**src/rtl/lane_render_pkg.sv**
```systemverilog
// Shared types and code-decode helpers for the lane erase/redraw engine.
// Pure definitions: no latency, no flow control.
package lane_render_pkg;

  typedef enum logic [1:0] {
    S_IDLE  = 2'd0,
    S_SETUP = 2'd1,
    S_PLOT  = 2'd2,
    S_DONE  = 2'd3
  } state_t;

  localparam int CODE_W = 3;
  localparam logic [2:0] ERASE_COLOUR = 3'b000;

  // Codes 1..4 select a segment; everything else draws nothing.
  function automatic logic code_valid(input logic [CODE_W-1:0] code);
    return (code >= 3'd1) && (code <= 3'd4);
  endfunction

  function automatic logic [8:0] code_to_xstart(input logic [CODE_W-1:0] code,
                                                input int x_base, input int seg_w);
    int xs;
    xs = x_base + (int'(code) - 1) * seg_w;
    return 9'(xs);
  endfunction

endpackage

```
**src/rtl/rect_scanner.sv**
```systemverilog
// Row-major rectangle walker: load sets the first pixel, each step advances one pixel.
// Position is visible the cycle after load/step; no backpressure beyond step_i.
module rect_scanner (
  input  logic       clk,
  input  logic       rst_n,
  input  logic       load_i,
  input  logic       step_i,
  input  logic [8:0] x_start_i,
  input  logic [8:0] width_i,
  input  logic [7:0] y0_i,
  input  logic [7:0] height_i,
  output logic [8:0] x_o,
  output logic [7:0] y_o,
  output logic       last_o
);

  logic [8:0] xs_q, w_q, col_q, x_q;
  logic [7:0] h_q, row_q, y_q;

  always_ff @(posedge clk or negedge rst_n) begin
    if (!rst_n) begin
      xs_q  <= '0;
      w_q   <= '0;
      h_q   <= '0;
      col_q <= '0;
      row_q <= '0;
      x_q   <= '0;
      y_q   <= '0;
    end else if (load_i) begin
      xs_q  <= x_start_i;
      w_q   <= width_i;
      h_q   <= height_i;
      col_q <= '0;
      row_q <= '0;
      x_q   <= x_start_i;
      y_q   <= y0_i;
    end else if (step_i) begin
      if (col_q == w_q - 9'd1) begin
        // y wraps mod 256 by plain 8-bit overflow
        col_q <= '0;
        x_q   <= xs_q;
        row_q <= row_q + 8'd1;
        y_q   <= y_q + 8'd1;
      end else begin
        col_q <= col_q + 9'd1;
        x_q   <= x_q + 9'd1;
      end
    end
  end

  assign x_o    = x_q;
  assign y_o    = y_q;
  assign last_o = (col_q == w_q - 9'd1) && (row_q == h_q - 8'd1);

endmodule

```
**src/rtl/lane_frame_renderer.sv**
```systemverilog
// Per-frame erase-then-draw of one bar per lane, one pixel per cycle to the VGA adapter.
// First pixel two cycles after start; start is ignored until the engine is back in IDLE.
module lane_frame_renderer
  import lane_render_pkg::*;
#(
  parameter int         NUM_LANES   = 4,
  parameter int         LANE_PITCH  = 40,
  parameter int         BAR_H       = 4,
  parameter int         X_BASE      = 120,
  parameter int         SEG_W       = 20,
  parameter logic [2:0] DRAW_COLOUR = 3'b111
) (
  input  logic                          clk,
  input  logic                          resetn,
  input  logic                          start,
  input  logic [CODE_W*NUM_LANES-1:0]   lane_code,
  input  logic [5:0]                    offset,
  output logic [8:0]                    x_out,
  output logic [7:0]                    y_out,
  output logic [2:0]                    c_out,
  output logic                          writeEN,
  output logic                          busy,
  output logic                          all_done
);

  state_t state_q, state_d;
  logic [3:0] phase_q, phase_d;
  logic [CODE_W*NUM_LANES-1:0] work_code_q, shadow_code_q;
  logic [5:0] work_off_q, shadow_off_q;

  logic [2:0]        lane;
  logic              erase;
  logic              last_phase;
  logic [CODE_W-1:0] sel_code;
  logic [5:0]        sel_off;
  logic [7:0]        sel_y0;
  logic              sc_load, sc_step, sc_last;
  logic [8:0]        sc_x;
  logic [7:0]        sc_y;

  // Even phases erase the previous frame's bar, odd phases draw the new one.
  assign lane       = phase_q[3:1];
  assign erase      = ~phase_q[0];
  assign last_phase = (phase_q == 4'(2 * NUM_LANES - 1));

  always_comb begin
    sel_code = '0;
    for (int i = 0; i < NUM_LANES; i++) begin
      if (lane == 3'(i)) begin
        sel_code = erase ? shadow_code_q[CODE_W*i +: CODE_W] : work_code_q[CODE_W*i +: CODE_W];
      end
    end
    sel_off = erase ? shadow_off_q : work_off_q;
    sel_y0  = 8'(32'(lane) * LANE_PITCH) + {2'b00, sel_off};
  end

  always_comb begin
    state_d = state_q;
    phase_d = phase_q;
    sc_load = 1'b0;
    sc_step = 1'b0;
    case (state_q)
      S_IDLE: begin
        if (start) begin
          state_d = S_SETUP;
          phase_d = '0;
        end
      end
      S_SETUP: begin
        if (code_valid(sel_code)) begin
          sc_load = 1'b1;
          state_d = S_PLOT;
        end else if (last_phase) begin
          state_d = S_DONE;
        end else begin
          phase_d = phase_q + 4'd1;
        end
      end
      S_PLOT: begin
        sc_step = 1'b1;
        if (sc_last) begin
          if (last_phase) begin
            state_d = S_DONE;
          end else begin
            state_d = S_SETUP;
            phase_d = phase_q + 4'd1;
          end
        end
      end
      S_DONE: state_d = S_IDLE;
      default: state_d = S_IDLE;
    endcase
  end

  always_ff @(posedge clk or negedge resetn) begin
    if (!resetn) begin
      state_q       <= S_IDLE;
      phase_q       <= '0;
      work_code_q   <= '0;
      work_off_q    <= '0;
      shadow_code_q <= '0;
      shadow_off_q  <= '0;
    end else begin
      state_q <= state_d;
      phase_q <= phase_d;
      if (state_q == S_IDLE && start) begin
        work_code_q <= lane_code;
        work_off_q  <= offset;
      end
      if (state_q == S_DONE) begin
        shadow_code_q <= work_code_q;
        shadow_off_q  <= work_off_q;
      end
    end
  end

  rect_scanner u_scanner (
    .clk       (clk),
    .rst_n     (resetn),
    .load_i    (sc_load),
    .step_i    (sc_step),
    .x_start_i (code_to_xstart(sel_code, X_BASE, SEG_W)),
    .width_i   (9'(SEG_W)),
    .y0_i      (sel_y0),
    .height_i  (8'(BAR_H)),
    .x_o       (sc_x),
    .y_o       (sc_y),
    .last_o    (sc_last)
  );

  // Every output is a pure function of flops, so reset clears them at once.
  assign writeEN  = (state_q == S_PLOT);
  assign x_out    = writeEN ? sc_x : 9'd0;
  assign y_out    = writeEN ? sc_y : 8'd0;
  assign c_out    = writeEN ? (erase ? ERASE_COLOUR : DRAW_COLOUR) : 3'd0;
  assign busy     = (state_q != S_IDLE);
  assign all_done = (state_q == S_DONE);

endmodule

```
**config.mk**
```make
export PLATFORM = sky130hd
export DESIGN_NAME = lane_frame_renderer
export DESIGN_NICKNAME = d
export VERILOG_FILES = /design/src/rtl/lane_render_pkg.sv /design/src/rtl/rect_scanner.sv /design/src/rtl/lane_frame_renderer.sv
export SDC_FILE = /design/constraint.sdc
export NUM_CORES = 1
export LEC_CHECK = 0
export ABC_CLOCK_PERIOD_IN_PS = 6050
export BUFFER_PORTS_ARGS = -buffer_cell sky130_fd_sc_hd__buf_2
export CELL_PAD_IN_SITES_DETAIL_PLACEMENT = 1
export CELL_PAD_IN_SITES_GLOBAL_PLACEMENT = 2
export CORE_UTILIZATION = 35
export CTS_CLUSTER_SIZE = 16
export DETAILED_ROUTE_END_ITERATION = 6
export PLACE_DENSITY_LB_ADDON = 0.1
export SLEW_MARGIN = 20
export SYNTH_ARGS = -nofsm -noshare
export SYNTH_HDL_FRONTEND = slang
export SYNTH_HIERARCHICAL = 1
export SYNTH_SLANG_ARGS = --single-unit
export TNS_END_PERCENT = 20
```
**constraint.sdc**
```tcl
create_clock -name clk -period 6.05 [get_ports clk]
set_input_delay 0.3025 -clock clk [delete_from_list [all_inputs] [get_ports clk]]
set_output_delay 0.3025 -clock clk [all_outputs]
set_load 0.02 [all_outputs]
```
# After elaboration in Yosys (flattened, before gate mapping)
# Cells that the tools add are included.
# Widths: inputs -> output; s select.
# op_classes
magnitude_cmp,2
multipliers,2
n_addsub,10
reduce_logical,12
mux,39
eq_ne,13
# op_table
cell,n
$mux 9,7
$mux 8,7
$mux 3,10
$add 9x1->9 const B,2
$add 8x1->8 const B,2
$mux 4,4
$pmux 4 s3,1
$mux 2,5
$add 8x9->9 const A,1
$eq 9x9->1,1
$add 8x6->8,1
$eq 8x8->1,1
$pmux 2 s4,1
$sub 3x1->4 const B,2
$mul 4x4->7 const B,1
$eq 3x2->1 const B,2
$mux 6,1
$reduce_bool 2->1,3
$sub 5x1->6 const B,1
$mul 3x3->5 const B,1
$add 4x1->4 const B,1
$eq 2x2->1 const B,2
$eq 4x3->1 const B,1
$ne 2x2->1 const B,2
14 further kinds,18
# totals
ff_bits,87
elab_cells,91

# Longest topological paths before layout
# depth
word_depth,11
mapped_depth,16
depth_no_buf,14

# Hierarchy
# Netlist, hierarchy kept.
# modules_own_cells
mod,area_per_inst_um2,instances,cells_each,seq_area_each_um2
rect_scanner,3585.9,1,369,1501.4
lane_frame_renderer,2658.8,1,234,1051.0

# Worst setup path before layout
# OpenSTA, ideal clock, no wires.
# synth_path
path_kind,reg2reg
startpoint,register phase_q[0]
endpoint,"register u_scanner.x_q[8], in the netlist u_scanner/x_o[8]"
required_time_ns,5.920
synth_period_minus_slack_ns,3.545
setup_slack_ns,2.505
path_buffers,1
path_stages_with_launch,15
arrival_ns,3.414
cell_sequence,dfrtp_1 > buf_6 > mux4_1 > and3_1 > a31oi_2 > inv_1 > ha_1 > ha_1 > ha_1 > fa_1 > nor2_1 > a31oi_1 > xor2_1 > a22oi_1 > o21ai_0
# synth_via
elab_chain_len,10
elab_cells_between_ends,18
cone_classes,2 x add/sub; 1 x mul; 2 x order compare; 11 x mux; 2 x reduce/logical
# synth_rtl
item,line_no,text
from (decl),lane_frame_renderer.sv:27,"logic [3:0] phase_q, phase_d;"
from (signal assigned),lane_frame_renderer.sv:105,phase_q <= phase_d;
$mux 3,lane_frame_renderer.sv:50,sel_code = erase ? shadow_code_q[CODE_W*i +: CODE_W] : work_code_q[CODE_W*i +: CODE_W];
$mux 3 (3 in a row),lane_frame_renderer.sv:49,if (lane == 3'(i)) begin
$mux 3 (*),lane_frame_renderer.sv:49,
"parallel branches: the longest is 5 deep, another holds $add 8x9->9",n/a,
to (signal assigned),rect_scanner.sv:35,x_q <= x_start_i;
to (signal assigned),rect_scanner.sv:41,x_q <= xs_q;
to (signal assigned),rect_scanner.sv:46,x_q <= x_q + 9'd1;
to (decl),rect_scanner.sv:17,"logic [8:0] xs_q, w_q, col_q, x_q;"
# Every way passes the cells marked *.
# A chain may end at the register's enable or synchronous reset.

# Worst setup path in the final report
# layout_path
startpoint,register phase_q[0]
endpoint,register u_scanner.col_q[8]
# layout_via
elab_chain_len,10
elab_cells_between_ends,15
cone_classes,2 x order compare; 11 x mux; 2 x reduce/logical
# layout_rtl
item,line_no,text
$mux 3,lane_frame_renderer.sv:50,
$mux 3 (3 in a row),lane_frame_renderer.sv:49,
$mux 3 (*),lane_frame_renderer.sv:49,
$ge 3x1->1 / $le 3x3->1 (equally long branches),lane_render_pkg.sv:17,return (code >= 3'd1) && (code <= 3'd4);
$logic_and 1x1->1 (*),lane_render_pkg.sv:17,
$mux 1 (*),lane_frame_renderer.sv:70,if (code_valid(sel_code)) begin
$mux 1 (*),lane_frame_renderer.sv:62,case (state_q)
named net sc_load,lane_frame_renderer.sv:37,"logic sc_load, sc_step, sc_last;"
$mux 9 / $reduce_bool 2->1 (equally long branches),n/a,
to (signal assigned),rect_scanner.sv:45,col_q <= col_q + 9'd1;
to (decl),rect_scanner.sv:17,
# The timed path passes the listed nets; every way through them passes the cells marked *.

==> flow_summary.toml <==
[run_status]
status = "complete, no violations"

[power_and_ir_drop]
power.total_w = 0.00469
ir_drop_mv = 0.631
powerDensity_nw_per_um2 = 669
leakage_nw = 3.00

[worst_setup_path]
crit_path_start_kind = "flop"
startpoint = "phase_q[0]$_DFFE_PN0P_"
worstPathArrival_ns = 4.77
required_ns = 6.28
reg2reg_depth = 15
crit_end = "u_scanner/col_q[8]$_DFFE_PN0P_"
r2r_slack_ns = 1.52
reg2reg_from = "phase_q[0]$_DFFE_PN0P_"
reg2reg_to = "u_scanner/col_q[8]$_DFFE_PN0P_"
path_class = "reg -> reg"
crit_fanout = 29
end_kind = "flop"

[sta]
slew_headroom_pct = 39.5
finalSetupViolCount = 0
fin_hold_ws_ns = 0.164
fin_skew_ns = 0.00728
worst_pin_slew_ns = 0.907
fin_setup_tns_ns = 0
min_period_ns = 4.53
fmax_mhz = 221
grt_setup_unrepaired = "false"
slew_violations = 0
finalHoldViolCount = 0
period_share_pct = 75.0

[global_routing]
gr-max-usage-layer = "met2"
grt_pass1_vias = 5103
met3_usage_pct = 3.25
antenna_found_initial = 0
grt_use_met2_pct = 30.8
overflow = 0
use_met1_pct = 25.6
grt_start_max_net_pins = 61
grt_pass1_wl_mm = 27.0
track_usage_pct = 19.1

[floorplan]
fp.coreArea_sq_um = 17400
pin_count = 44
chipWidth_um = 136
die_y_um = 136
initial_core_util_pct = 36.0
dieArea_sq_um = 18400
rows = 48

[clock_tree]
cts_max_level = 3
cts_resized = 0
cts_tree = "yes"
clk_pin_slew_ns = 0.08
numClockSinks = 102
clk_latency_ns = 0.36
cts_root_buf = "clkbuf_16"
cts_made_buffers = 9
cts.path.max_buffers = 2

[finish]
most-common-layout-cells = "dfrtp_1, mux2_2, buf_2, nor2_1, nand2_1"
antenna_cells = 0
fin_util_pct = 40.3
fin_area_sq_um = 7000
mostFrequentLayoutCell = "dfrtp_1"
final_nets = 698
layout-drive-gt1-share_pct = 23.9
area_growth_pct = 12.1

[logic_synthesis]
postSynthAreaPerCell_sq_um = 10.4
ys_seq_area_share_pct = 40.9
syn_inst = 603
ys_warn_count = 6
async_flop_share_pct = 100
netlist_area_sq_um = 6240
synthFlopType = "dfrtp_1"
ys_ff_latch = 102
netlist-cell-type-count = 77
synth_edf_count = 0

[placed_design]
numPortBuffers = 43
placed_area_sq_um = 6700
place_congestion = 0.778
dp_hpwl_mm = 11.5

[route]
dr_total_vias = 4748
post_drt_wl_per_cell_um = 18.1
dr.pass1.iters = 4
antenna_left = 0
dr.first_iter.drc_count = 217
vias_per_cell = 5.40
route.detailed.drc = 0
wl_mm = 15.9

[flow_run]
maxCapViolCount = 0

[hold_path]
hold_path_class = "in -> reg"
==> flip-flops by register name (all words and copies together), names as in the netlist, 9 cells and up <==
| signal | cells |
|---|---|
| u_scanner/xs_q | 9 |
| shadow_code_q | 12 |
| work_code_q | 12 |
| u_scanner/w_q | 9 |
| u_scanner/x_o | 9 |
| u_scanner/col_q | 9 |
==> metrics by stage <==
step	setup slack, ns	std cells
final	1.52	879
after CTS	1.45	878
after detailed placement	1.48	861
after global routing	1.12	879
after floorplan	2.51	622
after global placement	1.66	861
==> power breakdown <==
group,internal (W),leakage (nW),switching [W]
registers,0.000996,1.25,0.000330
logic,0.00123,1.62,0.00155
clock network,0.000288,0.140,0.000288
==> timing repair <==
item,in CTS,in global routing
hold endpoints to repair,42,0
buffers inserted,0,0
hold buffers,1,0
==> cell families (layout without fill, tap and decap cells) <==
family,after synthesis,after routing,share of synthesized area (%)
buffers and inverters,61,93,4.41
multiplexers,83,83,15.3
XOR/XNOR,42,42,5.89
other,2,21,0.120
adder cells (fa/ha/maj),28,28,5.85
AND/OR/NAND/NOR,189,189,17.0
flip-flops,102,102,40.9
AO/OA/AOI/OAI,96,96,10.6
==> worst max-delay path, stage by stage (launching register included) <==
cell and delay (ns):
dfrtp_1 0.93, mux4_1 0.64, and3_1 0.20, a31oi_2 0.33, ha_1 0.24, inv_1 0.06, ha_1 0.22, nand2b_1 0.20
a21oi_4 0.27, buf_4 0.38, nor2_1 0.26, nor2_1 0.26, nand2_1 0.08, nor2_1 0.13, xnor2_1 0.13, nor3_1 0.06
==> metal layers <==
layer  vias to the layer above  routed length (um)
li1                       2252                   -
met1                      2432                7860
met2                        47                7350
met3                        17                 362
met4                         0                 329
met5                         -                   0
==> how the worst min path moves through the flow <==
| stage | startpoint | to | slack [ns] | cells past startpoint |
|---|---|---|---|---|
| floorplan | resetn | phase_q[0]$_DFFE_PN0P_ | 0.007 | 0 |
| global placement | resetn | shadow_off_q[1]$_DFFE_PN0P_ | 0.33 | 1 |
| detailed placement | resetn | shadow_off_q[1]$_DFFE_PN0P_ | 0.33 | 1 |
| CTS | offset[4] | work_off_q[4]$_DFFE_PN0P_ | 0.15 | 2 |
| global route | offset[5] | work_off_q[5]$_DFFE_PN0P_ | 0.16 | 2 |
| finish | offset[5] | work_off_q[5]$_DFFE_PN0P_ | 0.16 | 2 |
==> cells in the mapped netlist, types with 11 or more instances <==
cell type,count,area (sq um)
dfrtp_1,102,2550
mux2_2,70,788
nor2_1,34,128
nand2_1,33,124
ha_1,26,325
xnor2_1,25,219
inv_1,24,90.1
and2_1,18,113
clkbuf_1,18,67.6
nor3_1,18,90.1
o21ai_0,17,85.1
xor2_1,17,149
a21oi_1,16,80.1
nand4_1,16,100
nand3_1,13,65.1
a31oi_1,11,68.8
==> final cells by class <==
class / instances / area (sq um)
Fill cell: 1955 / 10400
Clock inverter: 6 / 55.1
Sequential cell: 102 / 2550
Multi-Input combinational cell: 459 / 3500
Tap cell: 225 / 282
Clock buffer: 10 / 229
Inverter: 25 / 93.8
Timing Repair Buffer: 52 / 292
(Power assumes the default switching activity.)
